<file path="config.mk">
export PLATFORM = sky130hd
export DESIGN_NAME = uart_rx_fifo
export DESIGN_NICKNAME = d
export VERILOG_FILES = /design/src/rtl/uart_rx_fifo.sv
export SDC_FILE = /design/constraint.sdc
export NUM_CORES = 1
export LEC_CHECK = 0
export BUFFER_PORTS_ARGS = -buffer_cell sky130_fd_sc_hd__buf_2
export CAP_MARGIN = 20
export CORE_MARGIN = 2
export CORE_UTILIZATION = 54
export CTS_CLUSTER_DIAMETER = 120
export DETAILED_ROUTE_END_ITERATION = 10
export GPL_TIMING_DRIVEN = 0
export PLACE_DENSITY = 0.78
export SETUP_SLACK_MARGIN = 0.15
export SLEW_MARGIN = 20
export SYNTH_ARGS = -nofsm -noshare
export SYNTH_HDL_FRONTEND = slang
export SYNTH_SLANG_ARGS = --single-unit
</file>
<file path="constraint.sdc">
create_clock -name clk -period 3.45 [get_ports clk]
set_input_delay 0.5175 -clock clk [delete_from_list [all_inputs] [get_ports clk]]
set_output_delay 0.5175 -clock clk [all_outputs]
set_load 0.01 [all_outputs]
</file>
<file path="src/rtl/uart_rx_fifo.sv">
// uart_rx_fifo: 8N1 UART receiver with a power-of-two receive FIFO.
// The rxd pad is synchronized and framed by a mid-bit sampling FSM.
// Good characters are queued, and framing/overrun events latch sticky flags.
module uart_rx_fifo #(
  parameter int CLKS_PER_BIT    = 434,
  parameter int FIFO_DEPTH_LOG2 = 4
) (
  input  logic                     clk,
  input  logic                     reset,
  input  logic                     rxd,
  output logic [7:0]               rx_data,
  output logic                     rx_valid,
  input  logic                     rx_ready,
  output logic [FIFO_DEPTH_LOG2:0] rx_count,
  output logic                     frame_err,
  output logic                     overrun,
  input  logic                     clear_err
);

  localparam int HALF  = CLKS_PER_BIT >> 1;
  localparam int TW    = $clog2(CLKS_PER_BIT);
  localparam int PW    = FIFO_DEPTH_LOG2;
  localparam int CW    = FIFO_DEPTH_LOG2 + 1;
  localparam int DEPTH = 1 << FIFO_DEPTH_LOG2;

  localparam logic [TW-1:0] BIT_RELOAD  = TW'(CLKS_PER_BIT - 1);
  localparam logic [TW-1:0] HALF_RELOAD = TW'(HALF - 1);
  localparam logic [CW-1:0] FULL_COUNT  = CW'(DEPTH);

  typedef enum logic [2:0] {IDLE, START, DATA, STOP, WAIT_HIGH} state_t;

  logic          sync1, sync2, sync_d;
  logic          fall;
  state_t        state;
  logic [TW-1:0] timer;
  logic [2:0]    bit_idx;
  logic [7:0]    shreg;

  logic [7:0]    mem [DEPTH];
  logic [PW-1:0] wr_ptr, rd_ptr;
  logic [CW-1:0] count;

  logic stop_tick, push_req, frame_set;
  logic pop, full, push, ovr_set;

  assign fall = sync_d & ~sync2;

  // Two-flop synchronizer plus a delayed copy for falling-edge detection.
  always_ff @(posedge clk) begin
    if (reset) begin
      sync1  <= 1'b1;
      sync2  <= 1'b1;
      sync_d <= 1'b1;
    end else begin
      sync1  <= rxd;
      sync2  <= sync1;
      sync_d <= sync2;
    end
  end

  // Character framing: half-bit start check, then one sample per bit period.
  always_ff @(posedge clk) begin
    if (reset) begin
      state   <= IDLE;
      timer   <= '0;
      bit_idx <= '0;
      shreg   <= '0;
    end else begin
      case (state)
        IDLE: begin
          if (fall) begin
            timer <= HALF_RELOAD;
            state <= START;
          end
        end
        START: begin
          if (timer == '0) begin
            if (sync2) begin
              state <= IDLE;
            end else begin
              timer   <= BIT_RELOAD;
              bit_idx <= '0;
              state   <= DATA;
            end
          end else begin
            timer <= timer - TW'(1);
          end
        end
        DATA: begin
          if (timer == '0) begin
            shreg <= {sync2, shreg[7:1]};
            timer <= BIT_RELOAD;
            if (bit_idx == 3'd7) state <= STOP;
            else bit_idx <= bit_idx + 3'd1;
          end else begin
            timer <= timer - TW'(1);
          end
        end
        STOP: begin
          if (timer == '0) state <= sync2 ? IDLE : WAIT_HIGH;
          else timer <= timer - TW'(1);
        end
        WAIT_HIGH: begin
          if (sync2) state <= IDLE;
        end
        default: state <= IDLE;
      endcase
    end
  end

  // The stop-sample cycle decides push or framing error directly, so the byte
  // lands in the FIFO on the same edge as the stop sample.
  assign stop_tick = (state == STOP) && (timer == '0);
  assign push_req  = stop_tick && sync2;
  assign frame_set = stop_tick && !sync2;

  assign rx_valid = (count != '0);
  assign pop      = rx_valid && rx_ready;
  assign full     = (count == FULL_COUNT);
  assign push     = push_req && (!full || pop);
  assign ovr_set  = push_req && full && !pop;

  // FIFO storage write; contents need no reset since count gates validity.
  always_ff @(posedge clk) begin
    if (push) mem[wr_ptr] <= shreg;
  end

  // FIFO pointers and occupancy.
  always_ff @(posedge clk) begin
    if (reset) begin
      wr_ptr <= '0;
      rd_ptr <= '0;
      count  <= '0;
    end else begin
      if (push) wr_ptr <= wr_ptr + PW'(1);
      if (pop)  rd_ptr <= rd_ptr + PW'(1);
      case ({push, pop})
        2'b10:   count <= count + CW'(1);
        2'b01:   count <= count - CW'(1);
        default: count <= count;
      endcase
    end
  end

  // Sticky error flags; a set event beats a simultaneous clear.
  always_ff @(posedge clk) begin
    if (reset) begin
      frame_err <= 1'b0;
      overrun   <= 1'b0;
    end else begin
      if (frame_set)      frame_err <= 1'b1;
      else if (clear_err) frame_err <= 1'b0;
      if (ovr_set)        overrun   <= 1'b1;
      else if (clear_err) overrun   <= 1'b0;
    end
  end

  assign rx_data  = mem[rd_ptr];
  assign rx_count = count;

endmodule

</file>
**Word level (Yosys, flattened, before mapping)**

Memory sizes are Yosys's and may differ from the RTL's. A register that Yosys moved wholly into a read port is not among the register bits.
Cells that the tools add are included.

- Add/subtract/negate cells: 6
- Eq/ne operators: 18
- Mux-type cells: 28
- Bitwise operators: 2
- Reduce and logical (&&, ||, !) cells: 23

Operators by type and width:

| operator | count |
|---|---|
| 2-to-1 mux 9 bit | 5 |
| one-hot mux 9 bit (4 select lines) | 1 |
| 2-to-1 mux 3 bit | 11 |
| inequality test 2 bit (second input constant) | 9 |
| one-hot mux 3 bit (5 select lines) | 1 |
| one-hot mux 5 bit (2 select lines) | 1 |
| zero test 9 bit | 1 |
| subtractor 9 x 1 -> 9 bit (second input constant) | 1 |
| adder 4 x 1 -> 4 bit (second input constant) | 2 |
| 2-to-1 mux 4 bit | 2 |
| nonzero test 2 bit | 4 |
| logical AND 1 bit | 7 |
| equality test 3 x 2 -> 1 bit (second input constant) | 2 |
| equality test 3 bit (second input constant) | 2 |
| one-hot mux 3 bit (2 select lines) | 1 |
| AND reduction 6 bit | 1 |
| adder 5 x 1 -> 5 bit (second input constant) | 1 |
| equality test 5 bit (second input constant) | 1 |
| 2-to-1 mux 1 bit | 5 |
| AND reduction 5 bit | 1 |
| nonzero test 5 bit | 1 |
| subtractor 5 x 1 -> 5 bit (second input constant) | 1 |
| AND reduction 4 bit | 1 |
| nonzero test 4 bit | 1 |
| other kinds (12) | 14 |

- Register bits after elaboration: 41
- RAM bits: 128
- Input bits: 5
- Memories kept: 1

Memory list:

| name | depth | width | read ports | clocked after Yosys merged registers in | write ports | line | RTL |
|---|---|---|---|---|---|---|---|
| mem | 16 | 8 | 1 | 1 | 1 | 39 | `logic [7:0] mem [DEPTH];` |

**Logic depth before layout (Yosys ltp)**

Gate-level depths: netlist of the first run.

- Word-level depth: 6
- Depth in mapped cells: 12

**Least setup slack after synthesis of the first run**

OpenSTA, ideal clock, no wires.

- Path type: flip-flop to flip-flop
- From: register timer[0]
- To: memory mem[3][0] (enable)
- Setup time: 0.383 ns
- Data arrival time: 2.385 ns
- Required time: 3.067 ns
- Slack: 0.681 ns
- Cell stages (with the launch flop): 8
- Cell sequence: dfxtp_1 -> inv_1 -> ha_1 -> or4b_1 -> buf_2 -> a2111oi_4 -> nand2_1 -> nor3_1

- Cells in the longest elaborated chain, start to end: 6

Ends and longest elaborated chain:

| item | line | RTL |
|---|---|---|
| start, declared | 35 | `logic [TW-1:0] timer;` |
| start signal, assigned | 86 | `timer <= timer - TW'(1);` |
| start signal, assigned | 96 | `timer <= timer - TW'(1);` |
| start signal, assigned | 101 | `else timer <= timer - TW'(1);` |
| zero test 9 bit | 113 | `assign stop_tick = (state == STOP) && (timer == '0);` |
| logical AND 1 bit | 113 |  |
| logical AND 1 bit | 114 | `assign push_req = stop_tick && sync2;` |
| logical AND 1 bit | 120 | `assign push = push_req && (!full \|\| pop);` |
| 2-to-1 mux 1 bit | 125 | `if (push) mem[wr_ptr] <= shreg;` |
| 2-to-1 mux 1 bit (not written as such) | 125 |  |
| end, declared | 39 |  |

Every way passes these cells.

==> results.md, run 1 <==
- Final Cycle Share: 0.908
- Final count of pins violating max slew: 0
- Setup TNS: 0 ns
- CP max FO: 10
- Synthesized netlist cell count: 443
- Final wirelength: 14,000 um
- Post-route ant nets: 0
- Tot GR Track Use: 0.215
- Predominant post-synthesis flop cell: edfxtp_1
- Core ar.: 0.0128 mm2
- Syn nets: 459
- Fmax: 0.319 GHz
- Antenna Cells: 0
- Register area share after synthesis: 0.665
- Slew @ Worst Pin: 0.909 ns
- Critical path endpoint category: primary output
- # port buffers: 20
- Global placer's final weighted congestion: 0.864
- Pin count of the biggest net entering global routing: 19
- Critical R2R Capture: mem[7][6]
- Req. time, crit path: 2.93 ns
- Worst Setup Start Kind: register
- HP Class: primary input to register
- Kind of critical path: register to primary output
- Status: complete, no violations
- 1st-pass router iterations: 7
- Die Y: 119 um
- Post-CTS Hold Buffers: 0
- Reg2reg setup slack: 0.38 ns
- Unrepaired setup endpoints after global routing: false
- # DRC: 0
- Hold EP: sync1
- Vias: 4,053
- Bufs on Longest Clock Path: 2
- WL/cell: 20.9 um
- Final HPWL DP: 9200 um
- Crit path time final: 3.13 ns
- R2r startpoint: timer[0]
- Gr ovfl total: 0
- Hold path cells: 2
- P&R area growth vs syn: 13.7%
- Nets: 502
- Max-Cap Viols: 0
- Asr flop ratio synth: 0
- Most frequent cells in the layout: edfxtp_1 (128), dfxtp_1 (45), nor2_1 (42), mux4_2 (40), buf_2 (21)
- Drt first-iter violations: 474
- Pwr/cell area: 684 mW/mm2
- Post-CTS Setup Bufs: 0
- Fin. Hold Viols: 0
- Crit path DAT: 2.61 ns
- Full die area: 0.0141 mm2
- Peak supply drop: 0.000447 V
- Final instance area: 0.00811 mm2
- Tot Pwr: 5.54 mW
- First-pass GRT wire length: 22,500 um
- Vias in the first global route: 4,094
- Die Wd: 119 um
- Clock latency on the worst-skew pair: 0.42 ns
- H-tree depth: 4
- Cell variety after synth: 58
- CTS tree: yes
- Placed cell areas: 0.00750 mm2
- Layout Skew: 0.00991 ns
- I/O pin count: 21
- CTS sink count: 173
- Post-synth EDFFs: 128
- Hold_sp: rxd
- Worst-path clk slew: 0.06 ns
- Clock root buffer: clkbuf_16
- Starting Density: 0.559
- Vias per inst: 6.04
- TritonCTS buffer count: 17
- Most common cell after layout, fill and taps aside: edfxtp_1
- LEAKAGE: 2.69 nW
- FF+latch count, synth: 173
- Avg Cell Area, Syn: 16.1 um2
- Final hold slack: 0.284 ns
- Placement Rows: 41
- Initial antenna violation count: 0
- Final setup viols: 0
- Cell area after synthesis: 0.00713 mm2
- Relative slew slack: 0.392
- Synth warn: 0
- Layout cells sized above 1: 0.244
- FF-to-FF path depth: 7
[cell usage after synthesis, types with 2 or more instances]
cell type,count,area share
a211oi_1,3,0.0032
a21o_1,4,0.0042
a21oi_1,14,0.0098
a221oi_1,2,0.0025
a22oi_1,2,0.0021
a31oi_1,2,0.0018
and2_1,2,0.0018
buf_1,2,0.0011
buf_2,4,0.0028
buf_6,2,0.0032
clkbuf_1,13,0.0068
dfxtp_1,45,0.13
edfxtp_1,128,0.54
ha_1,11,0.019
inv_1,10,0.0053
mux2i_1,12,0.017
mux4_2,40,0.13
nand2_1,17,0.0089
nand2b_1,7,0.0061
nand3_1,3,0.0021
nand4_1,2,0.0018
nor2_1,43,0.023
nor3_1,8,0.0056
nor3_4,2,0.0046
nor3b_1,2,0.0021
nor4_1,4,0.0035
nor4b_1,2,0.0025
o21a_1,3,0.0032
o21ai_0,10,0.0070
o221a_2,2,0.0032
o22ai_1,2,0.0018
o32a_1,2,0.0028
or2_2,4,0.0035
or3_1,2,0.0018
or4_1,2,0.0021
or4_4,2,0.0032
xnor2_1,2,0.0025
xor2_1,6,0.0074
[state kept, by name (all words and copies together), names as in the netlist, 3 cells and up, named ones only]
name      count
state         3
shreg         8
mem         128
rx_count      5
wr_ptr        4
bit_idx       3
timer         9
rd_ptr        4
[per-layer routing]
| layer | wire (um) | vias to the layer above | track usage |
|---|---|---|---|
| met4 | 273 | 0 | 0.0774 |
| met3 | 866 | 23 | 0.0517 |
| met1 | 5590 | 2042 | 0.277 |
| met5 | 0 | - | 0 |
| met2 | 7310 | 155 | 0.356 |
| li1 | - | 1833 | - |
[how the worst max path moves through the flow]
stage                        start  cells after the start    endpoint  slack (ns)
after global routing      timer[0]                      7   mem[7][2]        0.16
after CTS                 register                      5  rx_data[3]        0.21
final                     register                      5  rx_data[3]        0.32
after global placement    timer[0]                      7   mem[0][5]       -0.11
after floorplan           timer[0]                      7   mem[3][0]        0.68
after detailed placement  timer[0]                      7  mem[11][4]        0.37
[stage by stage]
stage,cells,worst slack [ns],utilization
after floorplan,443,0.681,-
after global placement,635,-0.110,0.583
final,671,0.318,0.635
after CTS,671,0.206,0.634
after global routing,671,0.159,0.635
after detailed placement,639,0.366,0.587
[critical path: stages, from the launching register on]
cell	delay, ns
dfxtp_1	0.31
clkbuf_1	0.28
clkbuf_4	0.35
mux4_2	0.58
mux4_2	0.51
buf_2	0.16
[kinds of logic (layout without fill, tap and decap cells)]
group / Yosys count / after routing / share of synthesized area
AO/OA/AOI/OAI: 58 / 58 / 0.0607
XOR/XNOR: 8 / 8 / 0.00982
adder cells (fa/ha/maj): 11 / 11 / 0.0193
buffers and inverters: 31 / 87 / 0.0191
flip-flops: 173 / 173 / 0.665
multiplexers: 53 / 53 / 0.145
AND/OR/NAND/NOR: 109 / 109 / 0.0810
[what timing repair did]
| item | CTS | global route |
|---|---|---|
| resized for setup | 0 | 4 |
| hold endpoints to repair | 0 | 0 |
| endpoints found under the setup margin | 0 | 14 |
[where the power goes]
| part | leakage, nW | total (mW) | internal [mW] | switching [mW] |
|---|---|---|---|---|
| Clock | 0.300 | 1.89 | 1.14 | 0.748 |
| Sequential | 1.55 | 2.37 | 2.28 | 0.0933 |
| Combinational | 0.839 | 1.29 | 0.626 | 0.659 |
| Total | 2.69 | 5.54 | 4.04 | 1.50 |
[final cells by class]
class	instances	area, um2
repair buffers	24	130
flip-flops and latches	173	4740
clock buffers	25	527
fillers	893	4660
well taps	172	215
plain buffers	21	106
clock inverters	7	73.8
multi-input cells	239	2280
inverters	10	37.5
No activity file was read; power rests on OpenSTA's default activity.
==> run 2: changes to the inputs <==
==> constraint.sdc (replaced) <==
create_clock -name clk -period 3.45 [get_ports clk]
set_input_delay 0 -clock clk [delete_from_list [all_inputs] [get_ports clk]]
set_output_delay 0 -clock clk [all_outputs]
set_load 0.01 [all_outputs]
==> results.md, run 2 (synthesis gave the netlist of run 1 again) <==
- Status: complete, no violations (unchanged)
- # port buffers: 20 (unchanged)
- Tot Pwr: 5.55 mW (was 5.54 mW)
- Drt first-iter violations: 424 (was 474)
- Nets: 505 (was 502)
- Placed cell count: 639 (unchanged)
- Pin count of the biggest net entering global routing: 19 (unchanged)
- P&R area growth vs syn: 14.0% (was 13.7%)
- Kind of critical path: register to register (was register to primary output)
- Global placer's final weighted congestion: 0.864 (unchanged)
- Crit path time final: 3.07 ns (was 3.13 ns)
- CTS tree: yes (unchanged)
- TritonCTS buffer count: 17 (unchanged)
- H-tree depth: 4 (unchanged)
- Met2 WL post-DR: 7320 um (was 7310 um)
- Tot GR Track Use: 0.215 (about the same)
- Vias: 4,062 (was 4,053)
- Final wirelength: 14,100 um (was 14,000 um)
- Fin cells: 674 (was 671)
- Final setup viols: 0 (unchanged)
- Final HPWL DP: 9200 um (unchanged)
- Hold path cells: 4 (was 2)
- LEAKAGE: 2.70 nW (was 2.69 nW)
- HP Class: primary input to register (unchanged)
- Top reg by flops: mem (unchanged)
- Core ar.: 0.0128 mm2 (unchanged)
- Post-route ant nets: 0 (unchanged)
- Final hold slack: 0.0320 ns (was 0.284 ns)
- I/O pin count: 21 (unchanged)
- Clock root buffer: clkbuf_16 (unchanged)
- Top Registers: mem (128), timer (9), shreg (8) (unchanged)
- R2r startpoint: timer[0] (unchanged)
- Full die area: 0.0141 mm2 (unchanged)
- Bufs on Longest Clock Path: 2 (unchanged)
- WL/cell: 20.9 um (about the same)
- Die Wd: 119 um (unchanged)
- Final count of pins violating max slew: 0 (unchanged)
- # DRC: 0 (unchanged)
- Gr ovfl total: 0 (unchanged)
- Critical R2R Capture: mem[7][6] (unchanged)
- Critical path endpoint category: register (was primary output)
- Most common cell after layout, fill and taps aside: edfxtp_1 (unchanged)
- Layout Skew: 0.00836 ns (was 0.00991 ns)
- Max FFs per register: 128 (unchanged)
- Antenna Cells: 0 (unchanged)
- FF-to-FF path depth: 7 (unchanged)
- Peak supply drop: 0.000447 V (about the same)
- Relative slew slack: 0.385 (was 0.392)
- CP max FO: 8 (was 10)
- Post-CTS Setup Bufs: 0 (unchanged)
- Slew @ Worst Pin: 0.919 ns (was 0.909 ns)
- Crit path DAT: 3.12 ns (was 2.61 ns)
- Final Util: 0.637 (was 0.635)
- Crit-path cells: inv_1, ha_1, or4b_1, buf_2, a2111oi_4, nand2_1, nor2_1 (was clkbuf_1, clkbuf_4, mux4_2, mux4_2, buf_2)
- M1 WL: 5690 um (was 5590 um)
- Worst Setup Start Kind: register (unchanged)
- CTS sink count: 173 (unchanged)
- Fillers: 892 (was 893)
- Crit-path slowest cell: nor2_1 (was mux4_2)
- Vias per inst: 6.03 (was 6.04)
- Reg2reg setup slack: 0.38 ns (about the same)
- Hold EP: rd_ptr[1] (was sync1)
- Req. time, crit path: 3.50 ns (was 2.93 ns)
- Pwr/cell area: 682 mW/mm2 (was 684 mW/mm2)
- Starting Density: 0.559 (unchanged)
- First-pass GRT wire length: 22,500 um (about the same)
- Unrepaired setup endpoints after global routing: false (unchanged)
- Hold_sp: rx_ready (was rxd)
- Placement Rows: 41 (unchanged)
- Initial antenna violation count: 0 (unchanged)
- Max Used Layer: met4 (unchanged)
- Final Cycle Share: 0.889 (was 0.908)
- Most frequent cells in the layout: edfxtp_1 (128), dfxtp_1 (45), nor2_1 (42), mux4_2 (40), buf_2 (24) (was edfxtp_1 (128), dfxtp_1 (45), nor2_1 (42), mux4_2 (40), buf_2 (21))
- 1st-pass router iterations: 5 (was 7)
- Worst-path clk slew: 0.06 ns (about the same)
- Slowest cell delay on critical path: 0.71 ns (was 0.58 ns)
- Vias in the first global route: 4,120 (was 4,094)
- Die Y: 119 um (unchanged)
- Clock latency on the worst-skew pair: 0.42 ns (about the same)
- Met3 WL post-DR: 847 um (was 866 um)
- Fmax: 0.326 GHz (was 0.319 GHz)
- Fin. Hold Viols: 0 (unchanged)
- Max-Cap Viols: 0 (unchanged)
- Layout cells sized above 1: 0.243 (was 0.244)
-- run 2: cell types whose count changed in the layout (fill, tap and decap cells not counted) --
cell | before | now
dlygate4sd3_1 | 0 | 3
buf_2 | 21 | 24
clkbuf_4 | 3 | 0
-- run 2: timing repair --
item / CTS / global route
hold buffers: 3 / 0
hold endpoints to repair: 5 / 0
resized for setup: 0 / 1
setup endpoints to repair: 0 / 6
-- run 2: worst max-delay path by stage --
stage	startpoint	to	slack [ns]	depth (start not counted)
6_report	timer[0]	mem[7][6]	0.38	7
5_1_grt	timer[0]	mem[7][2]	0.16	7
4_1_cts	timer[0]	mem[11][7]	0.34	7
3_5_place_dp	timer[0]	mem[11][4]	0.37	7
3_3_place_gp	timer[0]	mem[0][5]	-0.11	7
2_1_floorplan	timer[0]	mem[3][0]	0.68	7
-- run 2: where the power goes --
| group | switching [mW] | total, mW | internal, mW |
|---|---|---|---|
| sequential | 0.0932 | 2.37 | 2.28 |
| clock | 0.753 | 1.89 | 1.14 |
| combinational | 0.661 | 1.28 | 0.621 |
| total | 1.51 | 5.55 | 4.04 |
-- run 2: through the flow --
stage | area [um2] | TNS (ns) | worst slack, ns
after floorplan | 7130 | 0 | 0.681
after global placement | 7450 | -2.15 | -0.110
after detailed placement | 7500 | 0 | 0.366
after CTS | 8130 | 0 | 0.343
after global routing | 8130 | 0 | 0.159
final | 8130 | 0 | 0.382
-- run 2: critical path: cells and delay by family (launching register included) --
family	cells	cell delay [ns]
buffers and inverters	2	0.28
AOI/OAI and AO/OA	1	0.50
and+or+nand+nor	3	1.41
DFF	1	0.33
adders and majority gates	1	0.16
-- run 2: final cells by class --
class,instances,area (um2),area share
plain buffers,21,98.8,0.0122
clock buffers,25,527,0.0648
clock inverters,7,73.8,0.00908
inverters,10,37.5,0.00462
multi-input cells,239,2280,0.280
flip-flops and latches,173,4740,0.583
well taps,172,215,0.0265
repair buffers,27,160,0.0197
-- run 2: metal layers --
layer / vias to the layer above / global-route usage
met5: - / 0
met4: 0 / 0.0774
met3: 22 / 0.0517
met2: 151 / 0.359
met1: 2051 / 0.277
li1: 1838 / -
==> run 3: changes to the inputs <==
- CTS_BUF_LIST: not set -> sky130_fd_sc_hd__clkbuf_4 sky130_fd_sc_hd__clkbuf_8 sky130_fd_sc_hd__clkbuf_16
==> results.md, run 3 (synthesis gave the netlist of run 1 again) <==
- Placed cell areas: 0.00750 mm2 (unchanged)
- First-pass GRT wire length: 22,400 um (was 22,500 um)
- Req. time, crit path: 3.50 ns (about the same)
- Post-route ant nets: 0 (unchanged)
- Gr ovfl total: 0 (unchanged)
- Post_cts resized: 0 (unchanged)
- 1st-pass router iterations: 5 (unchanged)
- Reg2reg setup slack: 0.34 ns (was 0.38 ns)
- Pin count of the biggest net entering global routing: 19 (unchanged)
- Worst Setup Start Kind: register (unchanged)
- Antenna Cells: 0 (unchanged)
- Die Wd: 119 um (unchanged)
- Placed cell count: 639 (unchanged)
- Fin cells: 674 (unchanged)
- Fin. Hold Viols: 0 (unchanged)
- CTS tree: yes (unchanged)
- Final wirelength: 14,000 um (was 14,100 um)
- Core ar.: 0.0128 mm2 (unchanged)
- Unrepaired setup endpoints after global routing: true (was false)
- Most common cell after layout, fill and taps aside: edfxtp_1 (unchanged)
- LEAKAGE: 2.71 nW (was 2.70 nW)
- Drt first-iter violations: 418 (was 424)
- Max FFs per register: 128 (unchanged)
- I/O pin count: 21 (unchanged)
- Status: complete, no violations (unchanged)
- # DRC: 0 (unchanged)
- Peak supply drop: 0.000452 V (was 0.000447 V)
- Crit path DAT: 3.16 ns (was 3.12 ns)
- Top Registers: mem (128), timer (9), shreg (8) (unchanged)
- Final HPWL DP: 9200 um (unchanged)
- Worst-path clk slew: 0.06 ns (about the same)
- Global placer's final weighted congestion: 0.864 (unchanged)
- Initial antenna violation count: 0 (unchanged)
- Final count of pins violating max slew: 0 (unchanged)
- Max-Cap Viols: 0 (unchanged)
- Clock root buffer: clkbuf_16 (unchanged)
- Critical path endpoint category: register (unchanged)
- Top reg by flops: mem (unchanged)
- Relative slew slack: 0.374 (was 0.385)
- Final instance area: 0.00814 mm2 (was 0.00813 mm2)
- Fmax: 0.322 GHz (was 0.326 GHz)
- P&R area growth vs syn: 14.1% (was 14.0%)
- Crit-path slowest cell: nor2_1 (unchanged)
- Pwr/cell area: 683 mW/mm2 (was 682 mW/mm2)
- Clock latency on the worst-skew pair: 0.42 ns (about the same)
- # port buffers: 20 (unchanged)
- Placement Rows: 41 (unchanged)
- Die Y: 119 um (unchanged)
- Full die area: 0.0141 mm2 (unchanged)
- Tot GR Track Use: 0.213 (was 0.215)
- Final setup viols: 0 (unchanged)
- CP max FO: 8 (unchanged)
- Crit path time final: 3.11 ns (was 3.07 ns)
- Layout cells sized above 1: 0.245 (was 0.243)
- Vias: 4,084 (was 4,062)
- Starting Density: 0.559 (unchanged)
- Layout Skew: 0.00923 ns (was 0.00836 ns)
- HP Class: primary input to register (unchanged)
- Setup TNS: 0 ns (unchanged)
- Crit-path cells: inv_1, ha_1, or4b_1, buf_2, a2111oi_4, nand2_1, nor2_1 (unchanged)
- Slew @ Worst Pin: 0.935 ns (was 0.919 ns)
- TritonCTS buffer count: 17 (unchanged)
- H-tree depth: 4 (unchanged)
- Vias per inst: 6.06 (was 6.03)
- CTS sink count: 173 (unchanged)
- Bufs on Longest Clock Path: 2 (unchanged)
- Most frequent cells in the layout: edfxtp_1 (128), dfxtp_1 (45), nor2_1 (43), mux4_2 (40), buf_2 (24) (was edfxtp_1 (128), dfxtp_1 (45), nor2_1 (42), mux4_2 (40), buf_2 (24))
- Kind of critical path: register to register (unchanged)
- Slowest cell delay on critical path: 0.76 ns (was 0.71 ns)
- Tot Pwr: 5.56 mW (was 5.55 mW)
- Nets: 505 (unchanged)
- Final Cycle Share: 0.901 (was 0.889)
- Vias in the first global route: 4,127 (was 4,120)
- WL/cell: 20.8 um (was 20.9 um)
run 3: cell counts in the layout (fill, tap and decap cells not counted):
No cell type changed its count.
run 3: stage by stage:
stage | setup WS (ns) | util | hold slack [ns]
6_report | 0.341 | 0.637 | 0.0323
5_1_grt | 0.145 | 0.637 | 0.0590
4_1_cts | 0.320 | 0.637 | 0.0158
3_5_place_dp | 0.366 | 0.587 | 0.194
3_3_place_gp | -0.110 | 0.583 | 0.188
2_1_floorplan | 0.681 | - | 0.104
run 3: final timing paths:
| kind | startpoint | endpoint | cells after the start |
|---|---|---|---|
| worst max-delay path | timer[0] | mem[7][3] | 7 |
| worst max register to register | timer[0] | mem[7][3] | 7 |
| worst min-delay path | rx_ready | rd_ptr[1] | 4 |
| worst min register to register | sync1 | sync2 | 1 |
run 3: power breakdown:
| part | switching, mW | internal [mW] | total, mW |
|---|---|---|---|
| Combinational | 0.657 | 0.621 | 1.28 |
| Sequential | 0.0946 | 2.28 | 2.37 |
| Clock | 0.751 | 1.15 | 1.91 |
run 3: what timing repair did:
action                                 4_1_cts  5_1_grt
buffers inserted                             0        0
setup endpoints to repair                    0        6
endpoints found under the hold margin        5        0
hold buffers                                 3        0
run 3: metal layers:
layer | vias up | global-route usage | share of wire
li1 | 1836 | - | -
met1 | 2067 | 0.276 | 0.40
met2 | 157 | 0.358 | 0.52
met3 | 24 | 0.0445 | 0.061
met4 | 0 | 0.0766 | 0.022
met5 | - | 0 | 0
run 3: critical path: cells and delay by family, from the launching register on:
| kind | cells | cell delay, ns |
|---|---|---|
| simple gates | 3 | 1.46 |
| compound gates | 1 | 0.50 |
| flops | 1 | 0.33 |
| buf+inv | 2 | 0.28 |
| fa+ha+maj | 1 | 0.16 |
run 3: area by class of cell:
cell class	count	area, um2
fill	889	4640
buffer	21	98.8
timing repair buffer	27	160
sequential	173	4740
clock inverter	7	73.8
tap	172	215
multi-input combinational	239	2270
inverter	10	37.5
clock buffer	25	534
